===== config.mk =====
export PLATFORM = sky130hd
export DESIGN_NAME = fluxo_dados_genius_param_flat
export DESIGN_NICKNAME = d
export VERILOG_FILES = /design/src/rtl/genius_pkg.sv /design/src/rtl/fluxo_dados_genius_param_if.sv /design/src/rtl/fluxo_dados_genius_param_exibidor.sv /design/src/rtl/fluxo_dados_genius_param.sv /design/src/flat_wrapper.sv
export SDC_FILE = /design/constraint.sdc
export NUM_CORES = 1
export LEC_CHECK = 0
export BUFFER_PORTS_ARGS = -buffer_cell sky130_fd_sc_hd__buf_2
export CORE_ASPECT_RATIO = 0.5
export CORE_MARGIN = 2
export CORE_UTILIZATION = 25
export DETAILED_ROUTE_END_ITERATION = 16
export SETUP_SLACK_MARGIN = 0.05
export SYNTH_ARGS = -nofsm -noshare
export SYNTH_HDL_FRONTEND = slang
export SYNTH_SLANG_ARGS = --single-unit

===== constraint.sdc =====
create_clock -name clock -period 3.1 [get_ports clock]
set_clock_uncertainty 0.05 [all_clocks]
set_input_delay 0 -clock clock [delete_from_list [all_inputs] [get_ports clock]]
set_output_delay 0 -clock clock [all_outputs]
set_load 0.02 [all_outputs]

===== src/rtl/genius_pkg.sv =====
// Shared types and helpers for the parametrised Genius datapath.
// The SEQ_ALEATORIA_EN build uses the LFSR constants defined here.
package genius_pkg;

  typedef enum logic [1:0] {
    OCIOSO = 2'd0,
    MOSTRA = 2'd1,
    PAUSA  = 2'd2,
    FIM    = 2'd3
  } estado_exib_t;

  // Fibonacci LFSR x^16+x^14+x^13+x^11, feedback taken from bits 0,2,3,5
  localparam logic [15:0] LFSR_SEMENTE = 16'hACE1;
  localparam logic [15:0] LFSR_TAPS    = 16'h002D;

  function automatic int unsigned popcount(input logic [31:0] v);
    int unsigned n;
    n = 32'd0;
    for (int i = 0; i < 32; i++) begin
      n = n + 32'(v[i]);
    end
    return n;
  endfunction

endpackage


===== src/rtl/fluxo_dados_genius_param_if.sv =====
// Control/status bundle between the Genius control unit and its datapath.
interface fluxo_dados_genius_param_if #(
  parameter int N_BOTOES = 4,
  parameter int AW       = 4
) ();

  logic                zera_rodada;
  logic                conta_rodada;
  logic                zera_endereco;
  logic                conta_endereco;
  logic                registra;
  logic                grava;
  logic                zera_timeout;
  logic                conta_timeout;
  logic                inicia_exibicao;
  logic [N_BOTOES-1:0] botoes;

  logic                jogada_correta;
  logic                endereco_igual_rodada;
  logic                fim_rodada;
  logic                jogada_feita;
  logic                jogada_invalida;
  logic                timeout;
  logic                exibindo;
  logic                fim_exibicao;
  logic [N_BOTOES-1:0] leds;
  logic [AW-1:0]       db_rodada;
  logic [AW-1:0]       db_endereco;
  logic [N_BOTOES-1:0] db_jogada;
  logic [N_BOTOES-1:0] db_memoria;

  modport master (
    output zera_rodada, conta_rodada, zera_endereco, conta_endereco,
           registra, grava, zera_timeout, conta_timeout, inicia_exibicao, botoes,
    input  jogada_correta, endereco_igual_rodada, fim_rodada, jogada_feita,
           jogada_invalida, timeout, exibindo, fim_exibicao, leds,
           db_rodada, db_endereco, db_jogada, db_memoria
  );

  modport slave (
    input  zera_rodada, conta_rodada, zera_endereco, conta_endereco,
           registra, grava, zera_timeout, conta_timeout, inicia_exibicao, botoes,
    output jogada_correta, endereco_igual_rodada, fim_rodada, jogada_feita,
           jogada_invalida, timeout, exibindo, fim_exibicao, leds,
           db_rodada, db_endereco, db_jogada, db_memoria
  );

endinterface


===== src/rtl/fluxo_dados_genius_param_exibidor.sv =====
// Playback engine: walks steps 0..rodada, lighting each for EXIBE_CICLOS
// clocks followed by PAUSA_CICLOS dark clocks, then pulses fim_exibicao.
module exibidor_sequencia
  import genius_pkg::*;
#(
  parameter int AW           = 4,
  parameter int EXIBE_CICLOS = 2000,
  parameter int PAUSA_CICLOS = 500
) (
  input  logic          clock,
  input  logic          reset,
  input  logic          inicia,
  input  logic [AW-1:0] rodada,
  output logic [AW-1:0] idx,
  output logic          mostrando,
  output logic          exibindo,
  output logic          fim_exibicao
);

  localparam int MAXC = (EXIBE_CICLOS > PAUSA_CICLOS) ? EXIBE_CICLOS : PAUSA_CICLOS;
  localparam int TW   = $clog2(MAXC + 1);
  localparam logic [TW-1:0] FIM_EXIBE = TW'(EXIBE_CICLOS - 1);
  localparam logic [TW-1:0] FIM_PAUSA = TW'(PAUSA_CICLOS - 1);

  estado_exib_t  estado_q;
  logic [TW-1:0] timer_q;
  logic [AW-1:0] idx_q;

  // rodada is sampled live at the end of each pause
  always_ff @(posedge clock or posedge reset) begin
    if (reset) begin
      estado_q <= OCIOSO;
      timer_q  <= '0;
      idx_q    <= '0;
    end else begin
      case (estado_q)
        OCIOSO: begin
          if (inicia) begin
            estado_q <= MOSTRA;
            timer_q  <= '0;
            idx_q    <= '0;
          end
        end
        MOSTRA: begin
          if (timer_q == FIM_EXIBE) begin
            estado_q <= PAUSA;
            timer_q  <= '0;
          end else begin
            timer_q <= timer_q + TW'(1);
          end
        end
        PAUSA: begin
          if (timer_q == FIM_PAUSA) begin
            timer_q <= '0;
            if (idx_q == rodada) begin
              estado_q <= FIM;
            end else begin
              idx_q    <= idx_q + AW'(1);
              estado_q <= MOSTRA;
            end
          end else begin
            timer_q <= timer_q + TW'(1);
          end
        end
        FIM:     estado_q <= OCIOSO;
        default: estado_q <= OCIOSO;
      endcase
    end
  end

  assign idx          = idx_q;
  assign mostrando    = (estado_q == MOSTRA);
  assign exibindo     = (estado_q == MOSTRA) || (estado_q == PAUSA);
  assign fim_exibicao = (estado_q == FIM);

endmodule


===== src/rtl/fluxo_dados_genius_param.sv =====
// Parametrised Genius datapath: round/address counters, sequence RAM, press
// detection, play timeout and playback. Define SEQ_ALEATORIA_EN for LFSR-generated sequences.
module fluxo_dados_genius_param
  import genius_pkg::*;
#(
  parameter int N_BOTOES       = 4,
  parameter int PROFUNDIDADE   = 16,
  parameter int TIMEOUT_CICLOS = 5000,
  parameter int EXIBE_CICLOS   = 2000,
  parameter int PAUSA_CICLOS   = 500
) (
  input logic clock,
  input logic reset,
  fluxo_dados_genius_param_if.slave bus
);

  localparam int AW  = $clog2(PROFUNDIDADE);
  localparam int TOW = $clog2(TIMEOUT_CICLOS + 1);
  localparam logic [AW-1:0]  ULTIMO = AW'(PROFUNDIDADE - 1);
  localparam logic [TOW-1:0] TO_MAX = TOW'(TIMEOUT_CICLOS - 1);

  logic [AW-1:0]       rodada_q, rodada_d;
  logic [AW-1:0]       endereco_q, endereco_d;
  logic [N_BOTOES-1:0] jogada_q, jogada_d;
  logic [TOW-1:0]      to_q, to_d;
  logic                tem_q, tem_s;
  logic                feita_s;

  logic [AW-1:0]       idx_s;
  logic                mostrando_s, exibindo_s, fim_exib_s;
  logic [AW-1:0]       end_leitura_s;
  logic [N_BOTOES-1:0] dado_lido_s;
  logic [N_BOTOES-1:0] dado_escrita_s;
  logic [N_BOTOES-1:0] mem_q [PROFUNDIDADE];

  always_comb begin
    rodada_d = rodada_q;
    if (bus.zera_rodada) begin
      rodada_d = '0;
    end else if (bus.conta_rodada && (rodada_q != ULTIMO)) begin
      rodada_d = rodada_q + AW'(1);
    end else begin
      rodada_d = rodada_q;
    end

    endereco_d = endereco_q;
    if (bus.zera_endereco) begin
      endereco_d = '0;
    end else if (bus.conta_endereco) begin
      endereco_d = (endereco_q == ULTIMO) ? '0 : endereco_q + AW'(1);
    end else begin
      endereco_d = endereco_q;
    end

    jogada_d = bus.registra ? bus.botoes : jogada_q;

    to_d = to_q;
    if (bus.zera_timeout) begin
      to_d = '0;
    end else if (bus.conta_timeout && (to_q != TO_MAX)) begin
      to_d = to_q + TOW'(1);
    end else begin
      to_d = to_q;
    end
  end

  always_ff @(posedge clock or posedge reset) begin
    if (reset) begin
      rodada_q   <= '0;
      endereco_q <= '0;
      jogada_q   <= '0;
      to_q       <= '0;
      tem_q      <= 1'b0;
    end else begin
      rodada_q   <= rodada_d;
      endereco_q <= endereco_d;
      jogada_q   <= jogada_d;
      to_q       <= to_d;
      tem_q      <= tem_s;
    end
  end

`ifdef SEQ_ALEATORIA_EN
  localparam int LW = (N_BOTOES > 1) ? $clog2(N_BOTOES) : 1;
  logic [15:0] lfsr_q, lfsr_d;
  logic [31:0] sel_s;

  always_comb begin
    lfsr_d         = {^(lfsr_q & LFSR_TAPS), lfsr_q[15:1]};
    sel_s          = 32'(lfsr_q[LW-1:0]) % 32'(N_BOTOES);
    dado_escrita_s = N_BOTOES'(1) << sel_s;
  end

  always_ff @(posedge clock or posedge reset) begin
    if (reset) begin
      lfsr_q <= LFSR_SEMENTE;
    end else begin
      lfsr_q <= lfsr_d;
    end
  end
`else
  assign dado_escrita_s = bus.botoes;
`endif

  // RAM is deliberately not reset; writes are frozen while playback reads it
  always_ff @(posedge clock) begin
    if (bus.grava && !exibindo_s) begin
      mem_q[rodada_q] <= dado_escrita_s;
    end
  end

  assign end_leitura_s = exibindo_s ? idx_s : endereco_q;
  assign dado_lido_s   = mem_q[end_leitura_s];

  exibidor_sequencia #(
    .AW           (AW),
    .EXIBE_CICLOS (EXIBE_CICLOS),
    .PAUSA_CICLOS (PAUSA_CICLOS)
  ) u_exibidor (
    .clock        (clock),
    .reset        (reset),
    .inicia       (bus.inicia_exibicao),
    .rodada       (rodada_q),
    .idx          (idx_s),
    .mostrando    (mostrando_s),
    .exibindo     (exibindo_s),
    .fim_exibicao (fim_exib_s)
  );

  assign tem_s   = |bus.botoes;
  assign feita_s = tem_s & ~tem_q & ~exibindo_s;

  assign bus.jogada_feita          = feita_s;
  assign bus.jogada_invalida       = feita_s && (popcount(32'(bus.botoes)) > 32'd1);
  assign bus.jogada_correta        = (dado_lido_s == jogada_q);
  assign bus.endereco_igual_rodada = (endereco_q == rodada_q);
  assign bus.fim_rodada            = (rodada_q == ULTIMO);
  assign bus.timeout               = (to_q == TO_MAX);
  assign bus.exibindo              = exibindo_s;
  assign bus.fim_exibicao          = fim_exib_s;
  assign bus.leds                  = mostrando_s ? dado_lido_s : '0;
  assign bus.db_rodada             = rodada_q;
  assign bus.db_endereco           = endereco_q;
  assign bus.db_jogada             = jogada_q;
  assign bus.db_memoria            = dado_lido_s;

endmodule


===== src/flat_wrapper.sv =====
// flat-port wrapper written by rule: the top's interface ports become plain ports
module fluxo_dados_genius_param_flat import genius_pkg::*;
#(
  parameter int N_BOTOES       = 4,
  parameter int PROFUNDIDADE   = 16,
  parameter int TIMEOUT_CICLOS = 5000,
  parameter int EXIBE_CICLOS   = 2000,
  parameter int PAUSA_CICLOS   = 500
)
  (clock, reset, bus_zera_rodada, bus_conta_rodada, bus_zera_endereco, bus_conta_endereco, bus_registra, bus_grava, bus_zera_timeout, bus_conta_timeout, bus_inicia_exibicao, bus_botoes, bus_jogada_correta, bus_endereco_igual_rodada, bus_fim_rodada, bus_jogada_feita, bus_jogada_invalida, bus_timeout, bus_exibindo, bus_fim_exibicao, bus_leds, bus_db_rodada, bus_db_endereco, bus_db_jogada, bus_db_memoria);
  fluxo_dados_genius_param_if #(.N_BOTOES(N_BOTOES), .AW((4))) bus_i ();
  input logic clock;
  input logic reset;
  input wire logic [$bits(bus_i.zera_rodada)-1:0] bus_zera_rodada;
  input wire logic [$bits(bus_i.conta_rodada)-1:0] bus_conta_rodada;
  input wire logic [$bits(bus_i.zera_endereco)-1:0] bus_zera_endereco;
  input wire logic [$bits(bus_i.conta_endereco)-1:0] bus_conta_endereco;
  input wire logic [$bits(bus_i.registra)-1:0] bus_registra;
  input wire logic [$bits(bus_i.grava)-1:0] bus_grava;
  input wire logic [$bits(bus_i.zera_timeout)-1:0] bus_zera_timeout;
  input wire logic [$bits(bus_i.conta_timeout)-1:0] bus_conta_timeout;
  input wire logic [$bits(bus_i.inicia_exibicao)-1:0] bus_inicia_exibicao;
  input wire logic [$bits(bus_i.botoes)-1:0] bus_botoes;
  output wire logic [$bits(bus_i.jogada_correta)-1:0] bus_jogada_correta;
  output wire logic [$bits(bus_i.endereco_igual_rodada)-1:0] bus_endereco_igual_rodada;
  output wire logic [$bits(bus_i.fim_rodada)-1:0] bus_fim_rodada;
  output wire logic [$bits(bus_i.jogada_feita)-1:0] bus_jogada_feita;
  output wire logic [$bits(bus_i.jogada_invalida)-1:0] bus_jogada_invalida;
  output wire logic [$bits(bus_i.timeout)-1:0] bus_timeout;
  output wire logic [$bits(bus_i.exibindo)-1:0] bus_exibindo;
  output wire logic [$bits(bus_i.fim_exibicao)-1:0] bus_fim_exibicao;
  output wire logic [$bits(bus_i.leds)-1:0] bus_leds;
  output wire logic [$bits(bus_i.db_rodada)-1:0] bus_db_rodada;
  output wire logic [$bits(bus_i.db_endereco)-1:0] bus_db_endereco;
  output wire logic [$bits(bus_i.db_jogada)-1:0] bus_db_jogada;
  output wire logic [$bits(bus_i.db_memoria)-1:0] bus_db_memoria;
  assign bus_i.zera_rodada = bus_zera_rodada;
  assign bus_i.conta_rodada = bus_conta_rodada;
  assign bus_i.zera_endereco = bus_zera_endereco;
  assign bus_i.conta_endereco = bus_conta_endereco;
  assign bus_i.registra = bus_registra;
  assign bus_i.grava = bus_grava;
  assign bus_i.zera_timeout = bus_zera_timeout;
  assign bus_i.conta_timeout = bus_conta_timeout;
  assign bus_i.inicia_exibicao = bus_inicia_exibicao;
  assign bus_i.botoes = bus_botoes;
  assign bus_jogada_correta = bus_i.jogada_correta;
  assign bus_endereco_igual_rodada = bus_i.endereco_igual_rodada;
  assign bus_fim_rodada = bus_i.fim_rodada;
  assign bus_jogada_feita = bus_i.jogada_feita;
  assign bus_jogada_invalida = bus_i.jogada_invalida;
  assign bus_timeout = bus_i.timeout;
  assign bus_exibindo = bus_i.exibindo;
  assign bus_fim_exibicao = bus_i.fim_exibicao;
  assign bus_leds = bus_i.leds;
  assign bus_db_rodada = bus_i.db_rodada;
  assign bus_db_endereco = bus_i.db_endereco;
  assign bus_db_jogada = bus_i.db_jogada;
  assign bus_db_memoria = bus_i.db_memoria;
  fluxo_dados_genius_param #(.N_BOTOES(N_BOTOES), .PROFUNDIDADE(PROFUNDIDADE), .TIMEOUT_CICLOS(TIMEOUT_CICLOS), .EXIBE_CICLOS(EXIBE_CICLOS), .PAUSA_CICLOS(PAUSA_CICLOS)) u_core (.clock(clock), .reset(reset), .bus(bus_i));
endmodule

[Word level (Yosys, flattened, before mapping)]
Memory sizes are Yosys's and may differ from the RTL's.
Index checks and enable logic that the tools add are counted.
W data, S select, Z words.
Cells by class
  $add $sub $neg: 8
  $lt $le $gt $ge: 1
  equal/unequal tests: 17
  multiplexer cells: 24
  bitwise operators: 4
  reductions and logical operators: 16
Operator list (count)
  $add A32 B1 Y32: 2
  $mux W4: 10
  $mux W11: 3
  $pmux W11 S3: 1
  $gt A32 B1 Y1 const B: 1
  $mux W13: 2
  $add A13 B1 Y13 const B: 1
  $eq A13 B13 Y1 const B: 1
  $ne A13 B13 Y1 const B: 1
  $add A4 B1 Y4 const B: 3
  $eq A4 B4 Y1: 3
  $add A11 B1 Y11 const B: 1
  $eq A11 B11 Y1 const B: 1
  $eq A11 B9 Y1 const B: 1
  $eq A4 B4 Y1 const B: 2
  $mux W2: 4
  $ne A2 B2 Y1 const B: 4
  $pmux W2 S4: 1
  $pmux W4 S2: 1
  $reduce_bool A2 Y1: 4
  $eq A2 B2 Y1 const B: 2
  $logic_and A1 B1 Y1: 4
  $ne A4 B4 Y1 const B: 1
  $reduce_and A4 Y1: 1
  other kinds (12): 15
Storage, ports and cells
  register bits after elaboration: 43
  memory bits (writable): 64
  bits of input ports: 15
  output and inout port bits: 28
  word-level logic and storage cells: 79
  memories: 1
Memories
  u_core.mem_q: words 16, bits a word 4, rd ports 1, clocked after Yosys merged registers in 0, write ports 1, RTL line fluxo_dados_genius_param.sv:34  | logic [N_BOTOES-1:0] mem_q [PROFUNDIDADE];

[Depth between registers and ports, before layout]
Gate-level depths: netlist of run 1.
  word-level depth: 6
  gate-level depth with buffers: 11
  depth with buffers taken out: 8

[Hierarchy]
From an unflattened synthesis of run 1, not the netlist that was laid out.
Unflattened totals
  cell total of the unflattened synthesis: 401
  area total of the unflattened synthesis: 5175.0 µm²
Modules (own cells, without submodules)
  fluxo_dados_genius_param: instances 1, cells an instance 288, area an instance 4077.7 µm², seq. area each 2572.5 µm²
  exibidor_sequencia: instances 1, cells an instance 113, area an instance 1097.3 µm², seq. area each 425.4 µm²

[Worst setup path before layout of run 1]
No wires, ideal clock.
  path type: register to output
  start: register u_core.u_exibidor.estado_q[0]
  end: output bus_jogada_correta
  arrival time: 3.283 ns
  data required time: 3.050 ns
  path slack: -0.233 ns
  stages on the path, launching flop included: 10
  buffers on the path: 1
  cell sequence: dfrtp_1 inv_1 ha_1 buf_6 mux2i_1 mux4_1 o22ai_2 a211oi_4 xor2_1 nor4_1
Between the ends
  cells in the longest elaborated chain, start to end: 5
Ends and longest elaborated chain
  start: declaration: RTL line fluxo_dados_genius_param_exibidor.sv:25  | estado_exib_t estado_q;
  start signal: assignment: RTL line fluxo_dados_genius_param_exibidor.sv:32  | estado_q <= OCIOSO;
  start signal: assignment: RTL line fluxo_dados_genius_param_exibidor.sv:39  | estado_q <= MOSTRA;
  start signal: assignment: RTL line fluxo_dados_genius_param_exibidor.sv:46  | estado_q <= PAUSA;
  $eq A2 B1 Y1 or $eq A2 B2 Y1 (tied branches): RTL line fluxo_dados_genius_param_exibidor.sv:73  | assign exibindo = (estado_q == MOSTRA) || (estado_q == PAUSA);
  $logic_or A1 B1 Y1 (*): RTL line fluxo_dados_genius_param_exibidor.sv:73
  named net bus_exibindo: RTL line flat_wrapper.sv:30  | output wire logic [$bits(bus_i.exibindo)-1:0] bus_exibindo;
  $mux W4 (*): RTL line fluxo_dados_genius_param.sv:112  | assign end_leitura_s = exibindo_s ? idx_s : endereco_q;
  $mem_v2 Z16 W4 (*)
  named net bus_db_memoria[3]: RTL line flat_wrapper.sv:36  | output wire logic [$bits(bus_i.db_memoria)-1:0] bus_db_memoria;
  $eq A4 B4 Y1 (*): RTL line fluxo_dados_genius_param.sv:135  | assign bus.jogada_correta = (dado_lido_s == jogada_q);
  end: declaration: RTL line flat_wrapper.sv:24  | output wire logic [$bits(bus_i.jogada_correta)-1:0] bus_jogada_correta;
The timed path passes the listed nets; every way through them passes the cells marked *.

[Worst setup path in the final report of run 1]
  start: register u_core.u_exibidor.estado_q[0]
  end: output bus_jogada_correta
Between the ends
  cells in the longest elaborated chain, start to end: 5
Ends and longest elaborated chain (RTL line)
  $eq A2 B1 Y1 or $eq A2 B2 Y1 (tied branches): fluxo_dados_genius_param_exibidor.sv:73
  $logic_or A1 B1 Y1 (*): fluxo_dados_genius_param_exibidor.sv:73
  $mux W4 (*): fluxo_dados_genius_param.sv:112
  $mem_v2 Z16 W4 (*)
  $eq A4 B4 Y1 (*): fluxo_dados_genius_param.sv:135
Every way passes the cells marked *; elsewhere a longest branch is shown, timed or not.

==> results of run 1 <==
==> routing by layer <==
metal  track usage  vias up  wire length [um]
li1              -     1864                 -
met1         0.156     1961              6320
met2         0.190       84              6360
met3        0.0305       21               808
met4        0.0450        0               345
met5             0        -                 0
==> state kept, by name, summed over array words and instances, names as in the netlist, 2 cells and up <==
| register | count |
|---|---|
| u_core.bus.db_endereco | 4 |
| u_core.bus.db_jogada | 4 |
| u_core.bus.db_rodada | 4 |
| u_core.mem_q | 64 |
| u_core.to_q | 13 |
| u_core.u_exibidor.estado_q | 2 |
| u_core.u_exibidor.idx | 4 |
| u_core.u_exibidor.timer_q | 11 |
==> repair_timing <==
item	in CTS	in global routing
hold endpoints to repair	70	0
setup buffers	0	12
cloned	0	1
resized for setup	7	28
hold buffers	11	0
pin swaps	2	5
endpoints found under the setup margin	5	3
==> synth_stat cells, types with 5 or more instances <==
library cell   n
a31oi_1        5
nand4_1        9
nor4_1         6
a21oi_1       11
buf_2          5
and2_1        23
mux2i_1       20
nand2_1       48
edfxtp_1      64
inv_1         21
xnor2_1        5
xor2_1        22
ha_1          18
or3_1          6
nor3_1         8
nor2_1        39
nand3_1       13
clkbuf_1       7
a32oi_1       10
dfrtp_1       43
o21ai_0       16
nand2b_1       7
==> final timing paths <==
path / from / slack, ns / to / cells after the start
max in group asynchronous: reset / 2.35 / u_core.to_q[12]$_DFFE_PP0P_ / 4
worst min-delay path: bus_botoes[1] / 0.05 / u_core.mem_q[15][1]$_DFFE_PP_ / 1
worst min register to register: u_core.to_q[12]$_DFFE_PP0P_ / 0.49 / u_core.to_q[12]$_DFFE_PP0P_ / 2
worst max-delay path: u_core.u_exibidor.estado_q[0]$_DFFE_PP0P_ / 0.08 / bus_jogada_correta / 10
worst max register to register: u_core.u_exibidor.estado_q[0]$_DFFE_PP0P_ / 0.55 / u_core.mem_q[0][3]$_DFFE_PP_ / 9
min in group asynchronous: reset / 0.27 / u_core.bus.db_endereco[0]$_DFFE_PP0P_ / 4
==> layout make-up <==
| class | instances | area, sq um |
|---|---|---|
| timing repair buffer | 80 | 537 |
| inverter | 21 | 82.6 |
| multi-input combinational | 326 | 2460 |
| sequential | 107 | 3000 |
| clock inverter | 7 | 57.6 |
| tap | 300 | 375 |
| fill | 2173 | 14800 |
| clock buffer | 9 | 225 |
==> power breakdown <==
group          internal, mW  switching (mW)
Combinational          1.07            1.44
Sequential             1.59           0.109
Clock                 0.560           0.550
Total                  3.22            2.10
==> kinds of logic (layout without fill, tap and decap cells) <==
group                    count (synthesis)  in the layout  synth area share
flip-flops                             107            107             0.551
buffers and inverters                   37            117            0.0297
XOR/XNOR                                27             27            0.0434
AO/OA/AOI/OAI                           70             70            0.0961
multiplexers                            31             32            0.0720
adder cells (fa/ha/maj)                 18             18            0.0414
AND/OR/NAND/NOR                        179            179             0.167
==> through the flow <==
stage	cells	total power, mW	setup WS, ns
after floorplan	469	3.06	0.0901
after global placement	810	3.71	0.180
after detailed placement	810	3.74	0.151
after CTS	837	4.93	0.0542
after global routing	850	5.60	-0.0456
final	850	5.32	0.0828
==> impl_metrics.toml, run 1 <==
[run_status]
run_status = "finished clean"

[global_route]
grt_max_degree = 44
grt_pass1_wl_mm = 20.7
antenna_found_initial = 0
grt_usage = 0.119
grt_overflow = 0
grt_pass1_vias = 3746

[detailed_routing]
drc = 0
vias = 3930
ant_nets = 0
drtIter0Drc = 312
vias_per_cell = 4.62
wl_per_cell_um = 16.3
first_pass_iters = 4
finalWirelength_mm = 13.8

[cells_and_area]
final_common_cell = "edfxtp_1"
finalInstanceArea_sq_um = 6740
nets = 578
drive_gt1_frac = 0.229
n_antenna_cell = 0
final_util = 0.313
area_delta_synth_final_pct = 23.7
final_cell_mix = "edfxtp_1, nand2_1, dfrtp_1"

[die]
start_util = 0.253
io_pins = 43
coreArea_sq_um = 21500
rows = 38
die_h_um = 108
dieArea_sq_um = 23000
die_x_um = 213

[logic_synthesis]
synth_flop_cell = "edfxtp_1"
yosysTopAreaCellShare = 0.353
yosysSeqAreaShare = 0.551
synth_top_area_cell = "edfxtp_1"
post_synth.cell_area_avg_sq_um = 11.6
async_reset_ff_frac = 0.402
syn_area_sq_um = 5440
synth_area_leaders = "edfxtp_1, dfrtp_1, ha_1, mux2i_1, xor2_1"
synth_warnings = 0
netlist_instances = 469
synth_nets = 502
yosysUniqueCellTypes = 60
synth-edff-count = 64
yosys_register_bits = 107

[clock_tree]
clk_latency_ns = 0.36
htreeDepth = 3
ctsLongestPathBuffers = 2
tritoncts = "built"
cts_made_buffers = 9
root_buffer = "clkbuf_16"
cts.clk_slew.worst_paths_ns = 0.08
cts_sinks = 107

[worst_setup_path]
path_max_fanout = 14
max_stage_delay_ns = 0.40
cp_top_family = "simple AND/OR/NAND/NOR gates"
cp.arrival_ns = 2.97
cp.buffers_inverters = 3
worst_setup_path_start_kind = "register"
critPathRequiredTime_ns = 3.05
crit_slowest_cell = "dfrtp_1"
end_kind = "output port"
crit_chain = "inv_2 > ha_4 > buf_6 > or3b_4 > o31ai_4 > a32oi_2 > and4b_1 > a2111o_1 > nor4_4 > buf_4"
crit_type = "reg -> out"

[flow_run]
maxCapViolations = 0

[timing]
hold_violations = 0
final_max_slew_viol_count = 0
tns_ns = 0
max-slew-margin-rel = 0.573
holdWs_ns = 0.0502
fmax_ghz = 0.331
tightest_slew_ns = 0.635
finalSetupViolCount = 0
timing.final.crit_period_ns = 3.02
grt_setup_unrepaired = "yes"
period_share = 0.973

[placement]
port_buffers = 42
dp_hpwl_mm = 9.76
place_congestion = 0.857
place_area_sq_um = 6070

[hold_path]
min_path_type = "in -> reg"

[pwr]
cellPowerDensity_nw_per_um2 = 789
ir_drop_uv = 356
p_leak_nw = 2.58
Note: power is estimated with default switching activity, not from simulation.
==> run 2: changes to the inputs <==
--- a/config.mk
+++ b/config.mk
@@ -5,6 +5,7 @@
 export SDC_FILE = /design/constraint.sdc
 export NUM_CORES = 1
 export LEC_CHECK = 0
+export ABC_AREA = 1
 export BUFFER_PORTS_ARGS = -buffer_cell sky130_fd_sc_hd__buf_2
 export CORE_ASPECT_RATIO = 0.5
 export CORE_MARGIN = 2
==> impl_metrics.toml, run 2 <==
[timing]
max-slew-margin-rel = 0.604
timing.final.crit_period_ns = 2.81
period_share = 0.908
fmax_ghz = 0.355
tns_ns = 0
finalSetupViolCount = 0
grt_setup_unrepaired = "no"
hold_violations = 0
final_max_slew_viol_count = 0
tightest_slew_ns = 0.595

[logic_synthesis]
synth_nets = 629
yosys_register_bits = 107
syn_area_sq_um = 5410
synth-edff-count = 64
post_synth.cell_area_avg_sq_um = 9.07
synth_top_area_cell = "edfxtp_1"
synth_area_leaders = "edfxtp_1, dfrtp_1, nand2_1, nand3_1, inv_1"
yosysSeqAreaShare = 0.554
yosys-top-cells-count = "nand2_1, nand3_1, edfxtp_1, inv_1, nor2_1"
synth_warnings = 0
netlist_instances = 596
synth_most_common_cell = "nand2_1"
async_reset_ff_frac = 0.402
yosysUniqueCellTypes = 32
yosysTopAreaCellShare = 0.355
synth_flop_cell = "edfxtp_1"

[worst_setup_path]
end_kind = "output port"
cp.buffers_inverters = 3
path_max_fanout = 16
critPathRequiredTime_ns = 3.05
path_common_cell = "nand2_1"
crit_type = "reg -> out"
crit_slowest_cell = "dfrtp_1"
worst_setup_path_start_kind = "register"
cp.arrival_ns = 2.76
cp_top_family = "simple AND/OR/NAND/NOR gates"
crit_chain = "inv_1 > ha_4 > clkbuf_4 > o21ai_4 > nand3_1 > nand3_1 > nand3_1 > nand2_1 > nand2_1 > nand2_1 > nand2_1 > nor2_1 > buf_2"
max_stage_delay_ns = 0.43

[global_route]
use_met2 = 0.201
antenna_found_initial = 0
grt_overflow = 0
grtUsageMet1 = 0.147
grt_busiest_layer = "met2"
grt_pass1_vias = 4130
gr-usage-met3 = 0.0305
grt_pass1_wl_mm = 21.1
grt_max_degree = 44
grt_usage = 0.118

[cells_and_area]
largest_register = "u_core.mem_q"
area_delta_synth_final_pct = 18.7
drive_gt1_frac = 0.117
nets = 687
final_common_cell = "nand2_1"
n_antenna_cell = 0
final_cell_count_no_fill = 951
largest_reg_flops = 64
final_cell_mix = "nand2_1, nand3_1, edfxtp_1"
reg_top3 = "u_core.mem_q x64, u_core.to_q x13, u_core.u_exibidor.timer_q x11"

[clock_tree]
cts_made_buffers = 9
cts_sinks = 107
root_buffer = "clkbuf_16"
cts.clk_slew.worst_paths_ns = 0.07
ctsLongestPathBuffers = 2
clk_latency_ns = 0.35
htreeDepth = 3
tritoncts = "built"

[detailed_routing]
wl_per_cell_um = 13.4
vias = 4251
vias_per_cell = 4.47
ant_nets = 0
drc = 0
finalWirelength_mm = 12.8
first_pass_iters = 5
drtIter0Drc = 278

[die]
dieArea_sq_um = 22900
die_h_um = 108
rows = 37
coreArea_sq_um = 20900
start_util = 0.259
die_x_um = 212
io_pins = 43

[placement]
dp_hpwl_mm = 8.83
place_congestion = 0.837
dp_cells = 921
port_buffers = 42

[hold_path]
min_path_type = "in -> reg"

[pwr]
ir_drop_uv = 350
p_leak_nw = 2.63
cellPowerDensity_nw_per_um2 = 785

[flow_run]
maxCapViolations = 0

[run_status]
run_status = "finished clean"
run 2: path summary, 6_finish.rpt:
path,startpoint,end,cells past startpoint,slack (ns)
max in group asynchronous,reset,u_core.bus.db_endereco[1]$_DFFE_PP0P_,4,2.30
max,u_core.u_exibidor.estado_q[1]$_DFFE_PP0P_,bus_jogada_correta,13,0.29
max reg2reg,u_core.u_exibidor.estado_q[1]$_DFFE_PP0P_,u_core.mem_q[8][1]$_DFFE_PP_,6,0.77
min reg2reg,u_core.to_q[3]$_DFFE_PP0P_,u_core.to_q[3]$_DFFE_PP0P_,1,0.51
min in group asynchronous,reset,u_core.bus.db_jogada[2]$_DFFE_PP0P_,4,0.27
min,bus_botoes[0],u_core.bus.db_jogada[0]$_DFFE_PP0P_,3,0.03
run 2: per-stage QoR:
step	power (mW)	setup slack, ns	util	area, sq um	hold slack [ns]
floorplan	3.23	0.745	-	5410	0.0224
global placement	3.61	0.347	0.283	5900	0.120
detailed placement	3.62	0.290	0.283	5900	0.119
CTS	4.91	0.0792	0.304	6340	0.0214
global route	5.39	0.0661	0.307	6420	0.0398
finish	5.04	0.287	0.307	6420	0.0256
run 2: report_power, final:
part / internal, mW / switching, mW / total [mW]
clock network: 0.713 / 0.536 / 1.25
logic: 0.708 / 1.41 / 2.12
registers: 1.59 / 0.0796 / 1.67
run 2: area by class of cell:
class	instances	area, sq um
Clock buffer	9	225
Clock inverter	7	97.6
Fill cell	2167	14500
Inverter	64	240
Multi-Input combinational cell	414	2120
Sequential cell	107	3000
Tap cell	292	365
Timing Repair Buffer	58	370
run 2: repair_timing:
item / in CTS / in global routing
hold buffers: 11 / 0
gates resized for setup: 2 / 6
endpoints found under the hold margin: 60 / 0
setup buffers: 0 / 3
setup endpoints to repair: 1 / 5
pin swaps: 0 / 4
run 2: metal layers:
metal	wire length, um	up-vias	share of wire
met5	0	-	0
met3	409	18	0.032
met1	5820	2026	0.46
met2	6310	94	0.49
met4	240	0	0.019
li1	-	2113	-
run 2: cell families (layout without fill, tap and decap cells):
group           after synthesis  count (layout)  synth area share
compound gates               54              54            0.0571
xor+xnor                     10              10            0.0162
fa+ha+maj                    18              18            0.0416
buf+inv                      75             138            0.0620
flops                       107             107             0.554
simple gates                332             332             0.269
run 2: tightest hold or removal path, stage by stage:
cell	delay (ns)
buf_2	0.21
nand2_1	0.10
o21ai_0	0.06
==> run 3: changes to the inputs <==
--- a/config.mk
+++ b/config.mk
@@ -11,6 +11,7 @@
 export CORE_MARGIN = 2
 export CORE_UTILIZATION = 25
 export DETAILED_ROUTE_END_ITERATION = 16
+export PLACE_DENSITY = 0.5
 export SETUP_SLACK_MARGIN = 0.05
 export SYNTH_ARGS = -nofsm -noshare
 export SYNTH_HDL_FRONTEND = slang
==> impl_metrics.toml, run 3 (synthesis results as in run 2) <==
[worst_setup_path]
max_stage_delay_ns = 0.43
cp.buffers_inverters = 3
rr_startpoint = "u_core.to_q[0]$_DFFE_PP0P_"
crit_cells = 15
cp.arrival_ns = 2.73
critPathRequiredTime_ns = 3.05
end_kind = "output port"
path_max_fanout = 15
regToRegSetupSlack_ns = 0.90
crit_type = "reg -> out"
r2r-end = "u_core.to_q[2]$_DFFE_PP0P_"
cp_top_family = "simple AND/OR/NAND/NOR gates"
reg2reg_depth = 8
crit_chain = "inv_1 > ha_4 > buf_4 > nand2_4 > nand2_4 > nand2_1 > nand3_1 > nand3_1 > nand3_1 > nand2_1 > nand2_1 > nand2_1 > nand2_1 > nor2_1 > buf_2"
startpoint = "u_core.u_exibidor.estado_q[0]$_DFFE_PP0P_"
crit_slowest_cell = "dfrtp_1"
endpoint = "bus_jogada_correta"
worst_setup_path_start_kind = "register"
path_common_cell = "nand2_1"

[cells_and_area]
final_common_cell = "nand2_1"
n_antenna_cell = 0
final_util = 0.306
reg_top3 = "u_core.mem_q x64, u_core.to_q x13, u_core.u_exibidor.timer_q x11"
final_cell_mix = "nand2_1, nand3_1, edfxtp_1"
drive_gt1_frac = 0.117
area_delta_synth_final_pct = 18.2
nets = 685
fillers = 2165
largest_register = "u_core.mem_q"
largest_reg_flops = 64

[timing]
grt_setup_unrepaired = "no"
period_share = 0.897
timing.final.crit_period_ns = 2.78
finalSetupViolCount = 0
final_max_slew_viol_count = 0
tns_ns = 0
hold_violations = 0
tightest_slew_ns = 0.945
fmax_ghz = 0.360
max-slew-margin-rel = 0.369

[flow_run]
maxCapViolations = 0

[hold_path]
min_path_type = "in -> reg"

[clock_tree]
cts_made_buffers = 9
root_buffer = "clkbuf_16"
ctsLongestPathBuffers = 2
cts.clk_slew.worst_paths_ns = 0.07
clk_latency_ns = 0.34
cts_sinks = 107
tritoncts = "built"
htreeDepth = 3

[global_route]
grt_max_degree = 44
grt_overflow = 0
grt_pass1_vias = 4062
grt_pass1_wl_mm = 21.1
grt_usage = 0.118
antenna_found_initial = 0

[detailed_routing]
first_pass_iters = 5
vias = 4182
ant_nets = 0
drtIter0Drc = 259
vias_per_cell = 4.41
drc = 0
finalWirelength_mm = 13.1
wl_per_cell_um = 13.8

[die]
coreArea_sq_um = 20900
rows = 37
start_util = 0.259
io_pins = 43
die_x_um = 212
dieArea_sq_um = 22900
die_h_um = 108

[pwr]
ir_drop_uv = 475
cellPowerDensity_nw_per_um2 = 781
p_leak_nw = 2.63

[placement]
port_buffers = 42
place_congestion = 0.815
dp_hpwl_mm = 9.17

[run_status]
run_status = "finished clean"
-- run 3: through the flow --
step	setup WS [ns]	instances	hold slack [ns]	power, mW	instance area, sq um
6_report	0.320	949	0.0326	4.99	6390
5_1_grt	0.0549	949	0.0462	5.37	6390
4_1_cts	0.0674	948	0.0205	4.95	6350
3_5_place_dp	0.272	923	0.171	3.68	5920
3_3_place_gp	0.335	923	0.169	3.67	5920
2_1_floorplan	0.745	596	0.0224	3.23	5410
-- run 3: layer usage --
layer / routed length (um) / track usage
met1: 6160 / 0.153
met2: 6390 / 0.207
met3: 453 / 0.0224
met4: 109 / 0.0287
met5: 0 / 0
-- run 3: final cells by class --
type                    instances  area [sq um]  area share
inverters                      64           240      0.0376
repair buffers                 55           330      0.0517
well taps                     292           365      0.0572
clock buffers                   9           225      0.0352
flip-flops and latches        107          3000       0.469
clock inverters                 7          90.1      0.0141
multi-input cells             415          2140       0.335
-- run 3: how the worst min path moves through the flow --
stage	start	endpoint	slack [ns]	cells after the start
after floorplan	bus_zera_rodada	u_core.bus.db_rodada[1]$_DFFE_PP0P_	0.02	1
after global placement	bus_zera_rodada	u_core.bus.db_rodada[1]$_DFFE_PP0P_	0.17	2
after detailed placement	bus_zera_rodada	u_core.bus.db_rodada[1]$_DFFE_PP0P_	0.17	2
after CTS	bus_conta_timeout	u_core.to_q[6]$_DFFE_PP0P_	0.02	3
after global routing	bus_conta_timeout	u_core.to_q[6]$_DFFE_PP0P_	0.05	3
final	bus_conta_timeout	u_core.to_q[6]$_DFFE_PP0P_	0.03	3
-- run 3: report_power, final --
group	switching (mW)	total, mW	internal (mW)	leakage (nW)
clock network	0.506	1.21	0.706	0.155
registers	0.0819	1.67	1.59	1.15
logic	1.45	2.11	0.662	1.33
total	2.03	4.99	2.96	2.63
-- run 3: repair_timing --
item,4_1_cts,5_1_grt
buffers inserted,0,0
cloned,0,1
resized for setup,4,5
hold endpoints to repair,59,0
pin swaps,0,2
endpoints found under the setup margin,1,7
hold buffers,9,0
-- run 3: worst register-to-register path: stages (launching register included) --
cell	delay (ns)
dfrtp_1	0.40
ha_1	0.27
inv_1	0.10
nor4_1	0.05
nand3_1	0.13
nand2_1	0.11
nor3_1	0.32
nor3_1	0.09
dlygate4sd3_1	0.57
